[src/rtl/prbs_pattern_tx.sv]
// PRBS-7 (x^7+x^6+1) word transmitter with error injection and a delivered-word counter.
// Optional: define PRBS_TX_ERR_CNT_EN to add inj_bit_count (total injected bit flips, saturating).
module prbs_pattern_tx #(
  parameter int CNT_W = 16
) (
  input  logic             clk,
  input  logic             rst_n,
  input  logic             en,
  input  logic [6:0]       seed,
  input  logic             inj_req,
  input  logic [7:0]       inj_mask,
  output logic [7:0]       data_out,
  output logic             out_valid,
  input  logic             out_ready,
  output logic [CNT_W-1:0] word_count,
  output logic             busy
`ifdef PRBS_TX_ERR_CNT_EN
  ,
  output logic [15:0]      inj_bit_count
`endif
);

  typedef enum logic {
    S_IDLE = 1'b0,
    S_RUN  = 1'b1
  } state_t;

  state_t           r_state;
  logic [6:0]       r_lfsr;
  logic [7:0]       r_data;
  logic [7:0]       r_mask;
  logic             r_valid;
  logic             r_busy;
  logic [CNT_W-1:0] r_count;

  logic [6:0] w_seed_fix;
  logic [6:0] w_src;
  logic [6:0] w_chain [0:8];
  logic [7:0] w_word;
  logic       w_accept;
  logic       w_load;

  // An all-zero seed would lock the LFSR, so it is replaced by all-ones.
  assign w_seed_fix = (seed == 7'd0) ? 7'h7F : seed;
  assign w_src      = (r_state == S_IDLE) ? w_seed_fix : r_lfsr;

  // Eight LFSR steps unrolled; the first generated bit lands in w_word[7].
  assign w_chain[0] = w_src;
  generate
    for (genvar gi = 0; gi < 8; gi++) begin : g_step
      assign w_word[7-gi]  = w_chain[gi][6] ^ w_chain[gi][5];
      assign w_chain[gi+1] = {w_chain[gi][5:0], w_word[7-gi]};
    end
  endgenerate

  assign w_accept = (r_state == S_RUN) && out_ready;
  assign w_load   = en && ((r_state == S_IDLE) || w_accept);

`ifdef PRBS_TX_ERR_CNT_EN
  logic [15:0] r_inj_cnt;
  logic [3:0]  w_pop;
  logic [16:0] w_inj_sum;

  always_comb begin
    w_pop = 4'd0;
    for (int i = 0; i < 8; i++) begin
      w_pop = w_pop + {3'd0, r_mask[i]};
    end
  end

  assign w_inj_sum = {1'b0, r_inj_cnt} + {13'd0, w_pop};

  always_ff @(posedge clk) begin
    if (!rst_n) begin
      r_inj_cnt <= 16'd0;
    end else if (w_load && (r_mask != 8'd0)) begin
      r_inj_cnt <= w_inj_sum[16] ? 16'hFFFF : w_inj_sum[15:0];
    end
  end

  assign inj_bit_count = r_inj_cnt;
`endif

  // Pending injection mask: applied and cleared on each load; a same-cycle request targets the next word.
  always_ff @(posedge clk) begin
    if (!rst_n) begin
      r_mask <= 8'd0;
    end else if (w_load) begin
      r_mask <= inj_req ? inj_mask : 8'd0;
    end else if (inj_req) begin
      r_mask <= r_mask | inj_mask;
    end
  end

  always_ff @(posedge clk) begin
    if (!rst_n) begin
      r_state <= S_IDLE;
      r_lfsr  <= 7'h7F;
      r_data  <= 8'd0;
      r_valid <= 1'b0;
      r_busy  <= 1'b0;
      r_count <= '0;
    end else begin
      case (r_state)
        S_IDLE: begin
          if (en) begin
            r_lfsr  <= w_chain[8];
            r_data  <= w_word ^ r_mask;
            r_valid <= 1'b1;
            r_busy  <= 1'b1;
            r_state <= S_RUN;
          end
        end
        S_RUN: begin
          if (out_ready) begin
            r_count <= r_count + 1'b1;
            if (en) begin
              r_lfsr <= w_chain[8];
              r_data <= w_word ^ r_mask;
            end else begin
              r_valid <= 1'b0;
              r_busy  <= 1'b0;
              r_state <= S_IDLE;
            end
          end
        end
        default: begin
          r_state <= S_IDLE;
          r_valid <= 1'b0;
          r_busy  <= 1'b0;
        end
      endcase
    end
  end

  assign data_out   = r_data;
  assign out_valid  = r_valid;
  assign busy       = r_busy;
  assign word_count = r_count;

endmodule

[config.mk]
export PLATFORM = sky130hd
export DESIGN_NAME = prbs_pattern_tx
export DESIGN_NICKNAME = d
export VERILOG_FILES = /design/src/rtl/prbs_pattern_tx.sv
export SDC_FILE = /design/constraint.sdc
export NUM_CORES = 1
export LEC_CHECK = 0
export ABC_AREA = 1
export CORE_UTILIZATION = 33
export DETAILED_ROUTE_END_ITERATION = 7
export PLACE_DENSITY = 0.61
export SLEW_MARGIN = 30
export SYNTH_ARGS = -nofsm -noshare
export SYNTH_HDL_FRONTEND = slang
export SYNTH_SLANG_ARGS = --single-unit
[constraint.sdc]
create_clock -name clk -period 2 [get_ports clk]
set_input_delay 0.2 -clock clk [delete_from_list [all_inputs] [get_ports clk]]
set_output_delay 0.2 -clock clk [all_outputs]
set_load 0.02 [all_outputs]
# == Word-level counts from Yosys, hierarchy flattened ==
# Index checks and enable logic that the tools add are counted.
# W data, S select, Z words.
# word_totals
ff_bits,41
input_bits,20
# op_classes
reduce_logical,7
addsub,1
bitwise_logic,11
n_eq_ne,3
n_mux,18
# op_table
op,count
$mux W8,5
$mux W7,4
$add A16 B1 Y16 const B,1
$pmux W8 S2,1
$pmux W7 S2,1
$or A8 B8 Y8,1
$xor A1 B1 Y1,8
$xor A8 B8 Y8,1
$logic_not A7 Y1,1
$ne A2 B2 Y1 const B,3
$mux W1,5
$pmux W1 S2,2
$reduce_and A3 Y1,1
$logic_and A1 B1 Y1,2
$reduce_and A2 Y1,1
$reduce_bool A2 Y1,1
$logic_or A1 B1 Y1,1
$not A1 Y1,1

# == Depth between registers and ports, before layout ==
# Gate-level depths: netlist (run 1).
# depth
word_depth,9
mapped_depth,11

# == Least setup slack after synthesis (run 1) ==
# Ideal clock, no wire load.
# synth_timing
path_type,register to register
start,reg r_count[0] (netlist: word_count[0])
end,reg r_count[12] (netlist: word_count[12])
stages_incl_launch_ff,11
setup_ps,115
path_slack_ps,291
arrival_ps,1594
cell_sequence,dfxtp_1 ha_1 nand2_1 nor2_1 nand2_4 nor3_4 nand4_1 inv_2 nand2_1 o21ai_1 nor2_1
# synth_via
elab_chain_len,1
# synth_rtl
element,line_no,rtl
"start, declared",34,logic [CNT_W-1:0] r_count;
"start signal, assigned",116,r_count <= r_count + 1'b1;
$add A16 B1 Y16,116,
# No other way between the ends.
# A chain may end at the register's enable or synchronous reset.

# == Worst setup path in the final report (run 1) ==
# layout_timing
start,reg r_state
end,reg r_data[5] (netlist: data_out[5])
# layout_via
elab_chain_len,6
word_cells_on_any_way,8
cone_classes,eq/ne: 1; mux: 4; bitwise: 3
# layout_rtl
element,line_no,rtl
"start, declared",28,state_t r_state;
"start signal, assigned",97,r_state <= S_IDLE;
"start signal, assigned",111,r_state <= S_RUN;
"start signal, assigned",123,r_state <= S_IDLE;
$mux W7,45,assign w_src = (r_state == S_IDLE) ? w_seed_fix : r_lfsr;
$xor A1 B1 Y1,51,assign w_word[7-gi] = w_chain[gi][6] ^ w_chain[gi][5];
$xor A8 B8 Y8,"108, 119",
$mux W8,"106, 117",
$mux W8,115,if (out_ready) begin
$pmux W8 S2,104,case (r_state)
"end signal, assigned",108,r_data <= w_word ^ r_mask;
"end signal, assigned",119,r_data <= w_word ^ r_mask;
"end, declared",30,logic [7:0] r_data;
# Several ways; a longest one is shown, not always the timed one. The select of a mux whose other input is x is not followed.

==> impl_metrics.ini, run 1 <==
[outcome]
status = finished clean

[cts]
cts-htree-levels = 2
cts.reportedPaths.clkPinSlew_ns = 0.08
root_buffer = clkbuf_8
cts_resized = 0
cts_max_path_buffers = 2
holdBufCountCts = 0
cts_tree = yes
cts_buffers = 5
postCtsSetupBuffers = 0
clk_latency_ns = 0.29
clock-sinks = 41

[layout]
antennaDiodeCount = 0
nNetsFinal = 354
drive_gt1_frac = 0.105
area_growth_syn_to_layout_pct = 30.3
final_common_cell = nand2_1
final_cell_mix = 71 x nand2_1, 45 x clkdlybuf4s50_1, 41 x dfxtp_1, 29 x a21oi_1, 27 x inv_1
n_fill_cell = 616

[detailed_routing]
met1_length_mm = 2.22
highest_layer = met4
routed_via_density = 4.63
drtIter0Drc = 117
dr_wl_met3_um = 200
avgRoutedWirePerCell_um = 10.8
drc = 0
drtAntennaViolNets = 0
num_vias = 1892
wl_met2_mm = 1.94
drt_first_pass_iters = 4
routed_wirelength_mm = 4.42

[sta]
fmax_mhz = 592
finClkSkew_ns = 0.00736
finalWorstSetupSlack_ns = 0.311
timing.slew.headroom = 0.755
post-route-period-util = 0.845
rsz0062_at_grt = false
maxSlewViolCount = 0
setup_tns_ns = 0
hold_viol = 0
period_needed_ns = 1.69
worst_pin_slew_ns = 0.367
finalSetupViolCount = 0

[pwr]
vdd_drop_max_mv = 0.349
switchingPower_uw = 490
sw_frac_of_total = 0.270
fin_total_pwr_mw = 1.81
clkPwrFrac = 0.325
powerDensity_nw_per_um2 = 676
intPower_mw = 1.32
p_leak_nw = 1.12
power_frac_seq = 0.492
power_frac_comb = 0.184

[place]
portBuffers = 45
gp_congestion = 0.762
dp_worst_setup_slack_ns = 0.128
dpl.hpwl_mm = 3.26

[global_routing]
first_global_vias = 1694
grt_overflow = 0
antenna_found_initial = 0
grt_use_total = 0.144
grt_max_degree = 28
grt_pass1_wl_mm = 7.40

[worst_hold_path]
hold_path_depth = 2
min-delay-path-class = reg -> reg
whs_endpoint = word_count[15]
hp-start = word_count[15]

[synthesis]
synthCells = 286
synthesis.area_per_instance_um2 = 7.20
ys_types = 38
synth_seq_cells = 41
synth_top_area_frac = 0.399
seq_area_frac_synth = 0.399
synth_top_cell_by_area = dfxtp_1
synthTopCellsByArea = dfxtp_1 40%, nand2_1 13%, a21oi_1 7.0%
syn_nets = 307
ys_warn_count = 0
syn_area_um2 = 2060

[floorplanning]
fp.dieArea_um2 = 6560
core_area_um2 = 5960
die_width_um = 81
start_util = 0.346
die_h_um = 81
fp-row-count = 28
top_level_ports = 46

[setup_path]
crit_path_start_kind = flop
crit_required_ns = 2.18
cp_max_fo = 20
r2r_setup_slack_ns = 0.31
reg2regPathDepth = 8
worstSetupPathType = reg -> reg
cp.arrival_ns = 1.87
r2r_start = r_state
r2r_end = data_out[5]
end_kind = flop

[job]
drv_cap = 0
[synth_stat cells, drive strengths merged]
master,number
mux2i,1
nor2,32
xor2,1
nand3b,1
clkbuf,3
a21oi,29
inv,31
a31oi,2
nor3,3
a211oi,2
o21a,2
nand4,2
clkinv,3
o21ai,18
buf,5
nand3,20
dfxtp,41
or2,7
ha,1
o21bai,2
o22ai,4
nand2,76
[worst max-delay path: stages (launching register included)]
cell and delay (ns):
dfxtp_1 0.49, inv_2 0.16, or2_4 0.27, nand2_4 0.12, inv_2 0.18, nand3_1 0.19
nand2_1 0.06, o21ai_1 0.07, nor2_1 0.05
[state kept, by name, summed over array words and instances, names as in the netlist]
| name | flops |
|---|---|
| r_mask | 8 |
| busy | 1 |
| data_out | 8 |
| word_count | 16 |
| r_lfsr | 7 |
| r_state | 1 |
[worst max-delay path by stage]
stage | start | end | slack (ns) | cells past startpoint
after floorplan | word_count[0] | word_count[12] | 0.29 | 10
after global placement | seed[1] | data_out[2] | 0.14 | 11
after detailed placement | seed[1] | data_out[2] | 0.13 | 11
after CTS | r_state | data_out[5] | 0.29 | 8
after global routing | r_state | data_out[2] | 0.15 | 8
final | r_state | data_out[5] | 0.31 | 8
[kinds of logic after synthesis]
group,count (synthesis),share of synthesized area
and+or+nand+nor,141,0.349
DFF,41,0.399
adders and majority gates,1,0.00607
AOI/OAI and AO/OA,59,0.154
muxes,1,0.00486
buffers and inverters,42,0.0832
xor gates and xnor gates,1,0.00425
[through the flow]
| step | area (um2) | utilization | cells | hold slack, ns |
|---|---|---|---|---|
| after floorplan | 2060 | - | 286 | 0.338 |
| after global placement | 2580 | 0.434 | 401 | 0.452 |
| after detailed placement | 2580 | 0.434 | 401 | 0.456 |
| after CTS | 2680 | 0.451 | 409 | 0.461 |
| after global routing | 2680 | 0.451 | 409 | 0.471 |
| final | 2680 | 0.451 | 409 | 0.468 |
[area by class of cell]
class	count	area (um2)	share of cell area
Clock buffer	7	96.3	0.0359
Clock inverter	1	5.00	0.00186
Inverter	34	128	0.0476
Multi-Input combinational cell	203	1070	0.398
Sequential cell	41	821	0.306
Tap cell	75	93.8	0.0350
Timing Repair Buffer	48	473	0.176
[per-layer routing]
metal / up-vias / track usage
met5: - / 0
met4: 0 / 0.0482
met3: 6 / 0.0281
met2: 38 / 0.235
met1: 829 / 0.189
li1: 1019 / -
[power by group through the flow]
| stage | clock network, mW | registers, mW | logic, mW |
|---|---|---|---|
| 6_report | 0.589 | 0.891 | 0.333 |
| 5_1_grt | 0.651 | 0.898 | 0.375 |
| 4_1_cts | 0.614 | 0.892 | 0.336 |
| 3_5_place_dp | 0 | 0.911 | 0.334 |
| 3_3_place_gp | 0 | 0.911 | 0.332 |
| 2_1_floorplan | 0 | 0.929 | 0.190 |
No activity file was read; power rests on OpenSTA's default activity.
==> run 2: changes to the inputs <==
--- a/config.mk
+++ b/config.mk
@@ -8,7 +8,7 @@
 export ABC_AREA = 1
 export CORE_UTILIZATION = 33
 export DETAILED_ROUTE_END_ITERATION = 7
-export PLACE_DENSITY = 0.61
+export PLACE_DENSITY = 0.63
 export SLEW_MARGIN = 30
 export SYNTH_ARGS = -nofsm -noshare
 export SYNTH_HDL_FRONTEND = slang
==> constraint.sdc (replaced) <==
create_clock -name clk -period 1.4 [get_ports clk]
set_input_delay 0.14 -clock clk [delete_from_list [all_inputs] [get_ports clk]]
set_output_delay 0.14 -clock clk [all_outputs]
set_load 0.02 [all_outputs]
==> impl_metrics.ini, run 2 (same netlist as run 1, synthesis figures left out) <==
[outcome]
status = complete, but fails checks
violations = negative setup slack

[layout]
n_fill_cell = 564
drive_gt1_frac = 0.315
antennaDiodeCount = 0
multi_input_area_um2 = 1330
final_cell_mix = 61 x nand2_1, 35 x dfxtp_1, 28 x a21oi_1, 25 x dlygate4sd2_1, 23 x buf_4
final_common_cell = nand2_1
largest_reg_flops = 16
area_growth_syn_to_layout_pct = 55.4
seq_area_um2 = 838
nNetsFinal = 383

[setup_path]
end_kind = flop
crit_required_ns = 1.58
cp_slowest_cell = dfxtp_4
crit_path_start_kind = flop
worstSetupPathType = reg -> reg
critPathBufInv = 0
cp_slowest_stage_delay_ns = 0.41
crit_family = simple AND/OR/NAND/NOR gates
cp.arrival_ns = 1.60
cp_max_fo = 8
crit_path_cell_trace = nand2_4 -> nor2_8 -> nand3_4 -> nor2_4 -> nand3_4 -> nor2_8 -> nand2_2 -> o21ai_2 -> a21oi_2

[cts]
root_buffer = clkbuf_8
cts_max_path_buffers = 2
cts-htree-levels = 2
clock-sinks = 41
holdBufCountCts = 0
cts_buffers = 5
cts.reportedPaths.clkPinSlew_ns = 0.07
cts_tree = yes
clk_latency_ns = 0.29

[worst_hold_path]
min-delay-path-class = in -> reg

[sta]
fmax_mhz = 705
maxSlewViolCount = 0
hold_viol = 0
post-route-period-util = 1.01
finalWorstSetupSlack_ns = -0.0175
worst_pin_slew_ns = 0.286
timing.slew.headroom = 0.808
period_needed_ns = 1.42
hold_ws_ns = 0.408
finalSetupViolCount = 2
finClkSkew_ns = 0.00950
rsz0062_at_grt = true

[pwr]
p_leak_nw = 1.51
vdd_drop_max_mv = 0.402
powerDensity_nw_per_um2 = 821

[place]
portBuffers = 45
gp_congestion = 0.791
dp_worst_setup_slack_ns = -0.395
dpl.hpwl_mm = 3.50

[global_routing]
first_global_vias = 1877
grt_pass1_wl_mm = 8.11
grt_overflow = 0
antenna_found_initial = 0
grt_use_total = 0.158
grt_max_degree = 24

[detailed_routing]
drt_first_pass_iters = 4
avgRoutedWirePerCell_um = 11.6
routed_wirelength_mm = 5.07
drtIter0Drc = 85
drc = 0
num_vias = 2040
drtAntennaViolNets = 0
routed_via_density = 4.67

[floorplanning]
die_h_um = 81
die_width_um = 81
start_util = 0.346
core_area_um2 = 5960
fp-row-count = 28
fp.dieArea_um2 = 6560
top_level_ports = 46

[job]
drv_cap = 0
## run 2: worst paths after layout
path / slack, ns / cells after the start / from / to
max: -0.02 / 9 / r_state / word_count[15]
max reg2reg: -0.02 / 9 / r_state / word_count[15]
min: 0.41 / 3 / inj_mask[0] / r_mask[0]
min reg2reg: 0.46 / 2 / r_mask[2] / r_mask[2]
## run 2: repair_timing
| action | CTS | global route |
|---|---|---|
| gates cloned | 0 | 0 |
| resized for setup | 41 | 69 |
| endpoints found under the setup margin | 32 | 20 |
| setup buffers | 4 | 3 |
| pin swaps | 15 | 17 |
## run 2: power by group
| part | internal [mW] | leakage, nW | switching, mW |
|---|---|---|---|
| sequential | 1.23 | 0.340 | 0.0550 |
| clock | 0.339 | 0.0410 | 0.397 |
| combinational | 0.277 | 1.12 | 0.332 |
## run 2: tightest hold or removal path: cells and delay by family
kind / cells / cell delay [ns]
simple gates: 1 / 0.06
compound gates: 1 / 0.05
buf+inv: 1 / 0.39
## run 2: area by class of cell
class	count	area share
tap	75	0.0293
timing repair buffer	77	0.225
sequential	41	0.262
clock inverter	1	0.00156
inverter	34	0.0438
multi-input combinational	203	0.416
clock buffer	6	0.0227
## run 2: metal layers
layer	part of all wire	wire (um)	up-vias	GRT usage
met3	0.034	172	7	0.0292
met4	0.013	68	0	0.0446
met1	0.46	2360	923	0.199
li1	-	-	1078	-
met2	0.49	2480	32	0.272
met5	0	0	-	0
## run 2: per-stage QoR
| stage | util | total power [mW] | cells | area, um2 | TNS [ns] |
|---|---|---|---|---|---|
| floorplan | - | 1.60 | 286 | 2100 | -0.0556 |
| global placement | 0.470 | 1.81 | 423 | 2800 | -5.54 |
| detailed placement | 0.470 | 1.82 | 423 | 2800 | -6.22 |
| CTS | 0.492 | 2.55 | 434 | 2930 | -0.0260 |
| global route | 0.537 | 2.77 | 437 | 3200 | -0.711 |
| finish | 0.537 | 2.63 | 437 | 3200 | -0.0224 |
